--- config.mk ---
export PLATFORM = sky130hd
export DESIGN_NAME = efuse_reg_loader
export DESIGN_NICKNAME = d
export VERILOG_FILES = /design/src/rtl/efuse_reg_loader.sv
export SDC_FILE = /design/constraint.sdc
export NUM_CORES = 1
export LEC_CHECK = 0
export CAP_MARGIN = 15
export CORE_MARGIN = 4
export CORE_UTILIZATION = 25
export DETAILED_ROUTE_END_ITERATION = 8
export HOLD_SLACK_MARGIN = 0.08
export MAX_ROUTING_LAYER = met4
export PLACE_DENSITY_LB_ADDON = 0.1
export SLEW_MARGIN = 0
export SYNTH_ARGS = -nofsm -noshare
export SYNTH_HDL_FRONTEND = slang
export SYNTH_SLANG_ARGS = --single-unit
--- constraint.sdc ---
create_clock -name i_clk -period 1.65 [get_ports i_clk]
set_input_delay 0.165 -clock i_clk [delete_from_list [all_inputs] [get_ports i_clk]]
set_output_delay 0.165 -clock i_clk [all_outputs]
set_load 0.1 [all_outputs]
--- src/rtl/efuse_reg_loader.sv ---
// efuse_reg_loader: post-reset sequencer that reads NUM_WORDS efuse words
// over a req/ack handshake and writes each one into the register bank via
// the logic-write port at BASE_ADDR + index (wrapping modulo 2^AW).
// Every output is driven straight from a flop, so the block is a pure Moore
// machine as seen from outside.
//
// Efuse handshake: o_efuse_req is a level that rises with o_efuse_addr stable
// and stays high until i_efuse_ack is sampled high at a clock edge. The ack
// and i_efuse_rdata are taken in that same edge. Ack is ignored whenever req
// is low. If ack has not arrived after TIMEOUT request cycles, the run aborts
// into the error state.

module efuse_reg_loader #(
    parameter int            DW         = 8,
    parameter int            AW         = 8,
    parameter int            NUM_WORDS  = 16,
    parameter logic [AW-1:0] BASE_ADDR  = 8'h40,
    parameter int            TIMEOUT    = 255,
    parameter logic          AUTO_START = 1'b1
) (
    input  logic          i_clk,
    input  logic          i_rst_n,
    input  logic          i_start,
    output logic          o_efuse_req,
    output logic [AW-1:0] o_efuse_addr,
    input  logic          i_efuse_ack,
    input  logic [DW-1:0] i_efuse_rdata,
    output logic          o_lgc_wen,
    output logic [AW-1:0] o_lgc_addr,
    output logic [DW-1:0] o_lgc_wdata,
    output logic          o_efuse_ctrl_reg_en,
    output logic          o_busy,
    output logic          o_done,
    output logic          o_err,
    output logic [2:0]    o_dbg_state
);

    // Word counter is at least one bit wide, even for a single-word run.
    localparam int CW = (NUM_WORDS > 1) ? $clog2(NUM_WORDS) : 1;
    localparam logic [CW-1:0] LAST_WORD = CW'(NUM_WORDS - 1);
    // The timer starts at 0 on the first request cycle. Therefore TIMEOUT-1
    // marks the last cycle in which an ack can still be accepted.
    localparam logic [7:0] TIMER_LAST = 8'(TIMEOUT - 1);

    typedef enum logic [2:0] {
        S_IDLE  = 3'd0,
        S_REQ   = 3'd1,
        S_WRITE = 3'd2,
        S_DONE  = 3'd3,
        S_ERR   = 3'd4
    } state_t;

    state_t        state_q, state_d;
    logic [CW-1:0] cnt_q, cnt_d;
    logic [CW-1:0] cnt_inc;
    logic [7:0]    timer_q, timer_d;
    logic          auto_q, auto_d;
    logic          req_q, req_d;
    logic [AW-1:0] efuse_addr_q, efuse_addr_d;
    logic          wen_q, wen_d;
    logic [AW-1:0] lgc_addr_q, lgc_addr_d;
    logic [DW-1:0] lgc_wdata_q, lgc_wdata_d;
    logic          busy_q, busy_d;
    logic          done_q, done_d;
    logic          err_q, err_d;
    logic          start_go;

    // auto_q is set by reset and cleared on the first edge after release.
    // It therefore acts as a one-shot start request.
    assign start_go = i_start | auto_q;
    assign cnt_inc  = cnt_q + CW'(1);

    // State register and all registered outputs; reset clears everything.
    always_ff @(posedge i_clk or negedge i_rst_n) begin
        if (!i_rst_n) begin
            state_q      <= S_IDLE;
            cnt_q        <= '0;
            timer_q      <= '0;
            auto_q       <= AUTO_START;
            req_q        <= 1'b0;
            efuse_addr_q <= '0;
            wen_q        <= 1'b0;
            lgc_addr_q   <= '0;
            lgc_wdata_q  <= '0;
            busy_q       <= 1'b0;
            done_q       <= 1'b0;
            err_q        <= 1'b0;
        end else begin
            state_q      <= state_d;
            cnt_q        <= cnt_d;
            timer_q      <= timer_d;
            auto_q       <= auto_d;
            req_q        <= req_d;
            efuse_addr_q <= efuse_addr_d;
            wen_q        <= wen_d;
            lgc_addr_q   <= lgc_addr_d;
            lgc_wdata_q  <= lgc_wdata_d;
            busy_q       <= busy_d;
            done_q       <= done_d;
            err_q        <= err_d;
        end
    end

    // Next state and next registered outputs; everything holds unless the
    // current state changes it, except the write strobe, which is one cycle.
    always_comb begin
        state_d      = state_q;
        cnt_d        = cnt_q;
        timer_d      = timer_q;
        auto_d       = 1'b0;
        req_d        = req_q;
        efuse_addr_d = efuse_addr_q;
        wen_d        = 1'b0;
        lgc_addr_d   = lgc_addr_q;
        lgc_wdata_d  = lgc_wdata_q;
        busy_d       = busy_q;
        done_d       = done_q;
        err_d        = err_q;

        case (state_q)
            S_IDLE, S_DONE, S_ERR: begin
                if (start_go) begin
                    state_d      = S_REQ;
                    cnt_d        = '0;
                    timer_d      = '0;
                    req_d        = 1'b1;
                    efuse_addr_d = '0;
                    busy_d       = 1'b1;
                    done_d       = 1'b0;
                    err_d        = 1'b0;
                end
            end

            S_REQ: begin
                // Ack is checked before the timeout, so an ack on the last
                // allowed cycle still completes the word.
                if (i_efuse_ack) begin
                    state_d     = S_WRITE;
                    req_d       = 1'b0;
                    wen_d       = 1'b1;
                    lgc_addr_d  = BASE_ADDR + AW'(cnt_q);
                    lgc_wdata_d = i_efuse_rdata;
                end else if (timer_q == TIMER_LAST) begin
                    state_d = S_ERR;
                    req_d   = 1'b0;
                    busy_d  = 1'b0;
                    err_d   = 1'b1;
                end else begin
                    timer_d = timer_q + 8'd1;
                end
            end

            S_WRITE: begin
                if (cnt_q == LAST_WORD) begin
                    state_d = S_DONE;
                    busy_d  = 1'b0;
                    done_d  = 1'b1;
                end else begin
                    state_d      = S_REQ;
                    cnt_d        = cnt_inc;
                    timer_d      = '0;
                    req_d        = 1'b1;
                    efuse_addr_d = AW'(cnt_inc);
                end
            end

            default: begin
                state_d = S_IDLE;
                req_d   = 1'b0;
                busy_d  = 1'b0;
            end
        endcase
    end

    assign o_efuse_req         = req_q;
    assign o_efuse_addr        = efuse_addr_q;
    assign o_lgc_wen           = wen_q;
    assign o_lgc_addr          = lgc_addr_q;
    assign o_lgc_wdata         = lgc_wdata_q;
    assign o_busy              = busy_q;
    // The register bank accepts logic writes only while a run is in progress.
    assign o_efuse_ctrl_reg_en = busy_q;
    assign o_done              = done_q;
    assign o_err               = err_q;
    assign o_dbg_state         = state_q;

endmodule

==> metrics.txt <==
worst endpoint data arrival time=about 1.8 ns; vias per std cell=around 4.6; period utilisation layout=1.00; DP Area=2700 µm²; largest net degree at the start of global routing=15; Cells after Synth=~150; share of post-route cells with drive strength above 1=0.538; Max Cap Viol=0; H-tree levels=2; nets@finish=roughly 240; yosys warns=0; Worst Setup Start Kind=flip-flop; num rows=29; n_diodes=0; CP Max Fanout=4; leakage=roughly 1.3 nW; post-route ant nets=0; Pwr per Cell Area=2110 nW/µm²; fin crit period=1.66 ns; DR pass1 iterations=4; clk_lat worst skew=approximately 0.29 ns; Fin. Hold Viols=0; synthesized area per cell=11.6 µm²; sequential fraction of design power=0.221; commonest non-fill, non-tap cell in the layout=buf_4; CTS Buf Count=5; RSZ-0062 raised after global routing=yes; area of the core=~6500 µm²; total global routing overflow=0; Worst EP required=1.82 ns; vias in the first global route=around 1,500; # DRC=0; worst slew pin tran=just over 0.6 ns; clk sinks=34; synthesis-to-finish area growth=70.1%; Ports=45; Hold Crit Class=in -> async; DR WL/cell=14.5 µm; total track usage=0.118; critical path type=reg -> reg; Post-CTS Hold Buffers=0; skew final=~0.0073 ns; Worst-path clk slew=0.08 ns; Clk pwr share=0.108; max_slew headroom=0.591; Internal=a little over 3 mW; gpl congestion=about 0.85; switch share=0.494; Post-Syn Area=between 1500 and 2000 µm²; final core occ=0.446; setup TNS=-0.00965 ns; most frequent cells in the layout=38 x buf_4, 26 x dfrtp_1, 26 x buf_12; Initial Util=0.262; Finish-stage setup viols=2; Comb power frac=0.670; final setup margin=-0.00612 ns; die width=90.3 µm; number of synthesized register bits=34; area occupied by multi-input gates=between 800 and 900 µm²; Seq/Total Area, Yosys=0.503; worst vdd ir=just under 1000 µV; drt initial violations=35; Switch Pwr=about 3.0 mW; Max Freq=approximately 600 MHz; status=complete, but fails checks; filler cell count=~590; CTS max path bufs=2; die footprint=between 8000 and 9000 µm²; port bufs=37; CTS tree=yes; initial antenna violation count=0; DP HPWL=roughly 3400 µm; clk root buf=clkbuf_8; Pins Over Slew Limit=0; final WL=4360 µm; register area=873 µm²; first-pass GRT wire length=approximately 7600 µm; Synth cell types=47; failing checks=negative setup slack; final instance area=about 2900 µm²; via count=~1,400; Die H=90.3 µm; CP endpoint kind=flip-flop
[what timing repair did]
| item | 4_1_cts | 5_1_grt |
|---|---|---|
| pin swaps | 5 | 5 |
| endpoints found under the setup margin | 6 | 8 |
| setup buffers | 2 | 4 |
| gates resized for setup | 1 | 9 |
| gates cloned | 0 | 0 |
[critical path, cell delays in order, from the launching register on]
cell,delay (ns)
dfrtp_4,0.49
or2_4,0.28
a22oi_4,0.22
o2111ai_2,0.14
buf_4,0.16
o211ai_1,0.14
o31ai_1,0.10
[logic make-up (layout without fill, tap and decap cells)]
family                     Yosys count  in the layout  share of synthesized area
AOI/OAI and AO/OA                   31             31                      0.160
muxes                               14             14                     0.0923
adders and majority gates            3              3                     0.0222
buffers and inverters               16             86                     0.0628
and+or+nand+nor                     44             44                      0.142
xor gates and xnor gates             3              3                     0.0155
other                                1              8                    0.00221
DFF                                 34             34                      0.503
[through the flow]
| stage | cells | hold WS, ns | setup slack (ns) | power, mW |
|---|---|---|---|---|
| floorplan | 153 | -0.131 | -0.291 | 3.90 |
| CTS | 296 | 0.277 | -0.0315 | 6.06 |
| global placement | 286 | 0.515 | -0.0133 | 5.33 |
| detailed placement | 286 | 0.531 | -0.0380 | 5.35 |
| finish | 300 | 0.255 | -0.00612 | 6.09 |
| global route | 300 | 0.298 | -0.114 | 6.34 |
[final cells by class]
class                           instances  share of cell area
Timing Repair Buffer                   75               0.318
Multi-Input combinational cell        103               0.309
Sequential cell                        34               0.303
Tap cell                               77              0.0334
Clock buffer                            6              0.0287
Clock inverter                          2             0.00434
Inverter                                3             0.00391
[synth_stat cells (all sizes together)]
| cell type | count | area (µm²) |
|---|---|---|
| mux2 | 13 | 146 |
| o21a | 1 | 7.51 |
| ha | 3 | 37.5 |
| and4 | 1 | 8.76 |
| or2 | 4 | 27.5 |
| o31ai | 2 | 15.0 |
| nand4 | 2 | 12.5 |
| conb | 1 | 3.75 |
| o2111ai | 1 | 15.0 |
| inv | 3 | 11.3 |
| nand2b | 4 | 25.0 |
| or3 | 3 | 20.0 |
| o21bai | 1 | 7.51 |
| o211ai | 2 | 28.8 |
| a41oi | 2 | 36.3 |
| nor3 | 1 | 5.00 |
| mux2i | 1 | 10.0 |
| o221ai | 1 | 8.76 |
| a31o | 1 | 8.76 |
| nand3 | 5 | 25.0 |
| a21oi | 5 | 25.0 |
| o22ai | 1 | 6.26 |
| o21ba | 2 | 20.0 |
| xnor2 | 1 | 8.76 |
| buf | 12 | 91.3 |
| a22oi | 1 | 21.3 |
| xor2 | 2 | 17.5 |
| clkbuf | 1 | 3.75 |
| dfrtp | 33 | 826 |
| a31oi | 4 | 25.0 |
| o21ai | 4 | 20.0 |
| dfstp | 1 | 26.3 |
| a22o | 2 | 17.5 |
| and2 | 4 | 25.0 |
| a2bb2oi | 1 | 8.76 |
| nor2 | 5 | 21.3 |
| nor3b | 2 | 15.0 |
| and3 | 2 | 13.8 |
| nand2 | 11 | 41.3 |
[flip-flops by register name, summed over array words and instances (netlist names)]
signal / flops
timer_q: 8
o_err: 1
o_done: 1
o_efuse_addr: 4
o_lgc_addr: 5
o_dbg_state: 3
o_busy: 1
auto_q: 1
o_lgc_wen: 1
o_lgc_wdata: 8
o_efuse_req: 1
[path summary, 6_finish.rpt]
check                                                 from                           to  slack, ns  depth (start not counted)
worst min-delay path                               i_rst_n  o_efuse_addr[1]$_DFFE_PN0P_       0.26                          1
worst max register to register  o_dbg_state[1]$_DFFE_PN0P_       timer_q[6]$_DFFE_PN0P_     -0.006                          6
worst min register to register          o_done$_DFFE_PN0P_           o_done$_DFFE_PN0P_       0.55                          2
max in group asynchronous                          i_rst_n       timer_q[7]$_DFFE_PN0P_       0.86                          2
worst max-delay path            o_dbg_state[1]$_DFFE_PN0P_       timer_q[6]$_DFFE_PN0P_     -0.006                          6
min in group i_clk                        i_efuse_rdata[3]   o_lgc_wdata[3]$_DFFE_PN0P_       0.49                          2
[power groups by stage]
stage	Combinational, mW	Clock, mW	Sequential (mW)
6_report	4.08	0.658	1.35
4_1_cts	4.03	0.686	1.35
3_3_place_gp	3.98	0	1.35
2_1_floorplan	1.11	0	2.79
3_5_place_dp	3.98	0	1.37
5_1_grt	4.23	0.721	1.38
[metal layers]
| layer | track usage | vias to the layer above | wire length (µm) |
|---|---|---|---|
| met5 | - | - | 0 |
| met4 | 0.0434 | 0 | 80 |
| met3 | 0.0317 | 7 | 180 |
| met2 | 0.184 | 32 | 2050 |
| met1 | 0.148 | 664 | 2050 |
| li1 | - | 663 | - |
Power figures use the tool's default switching activity.
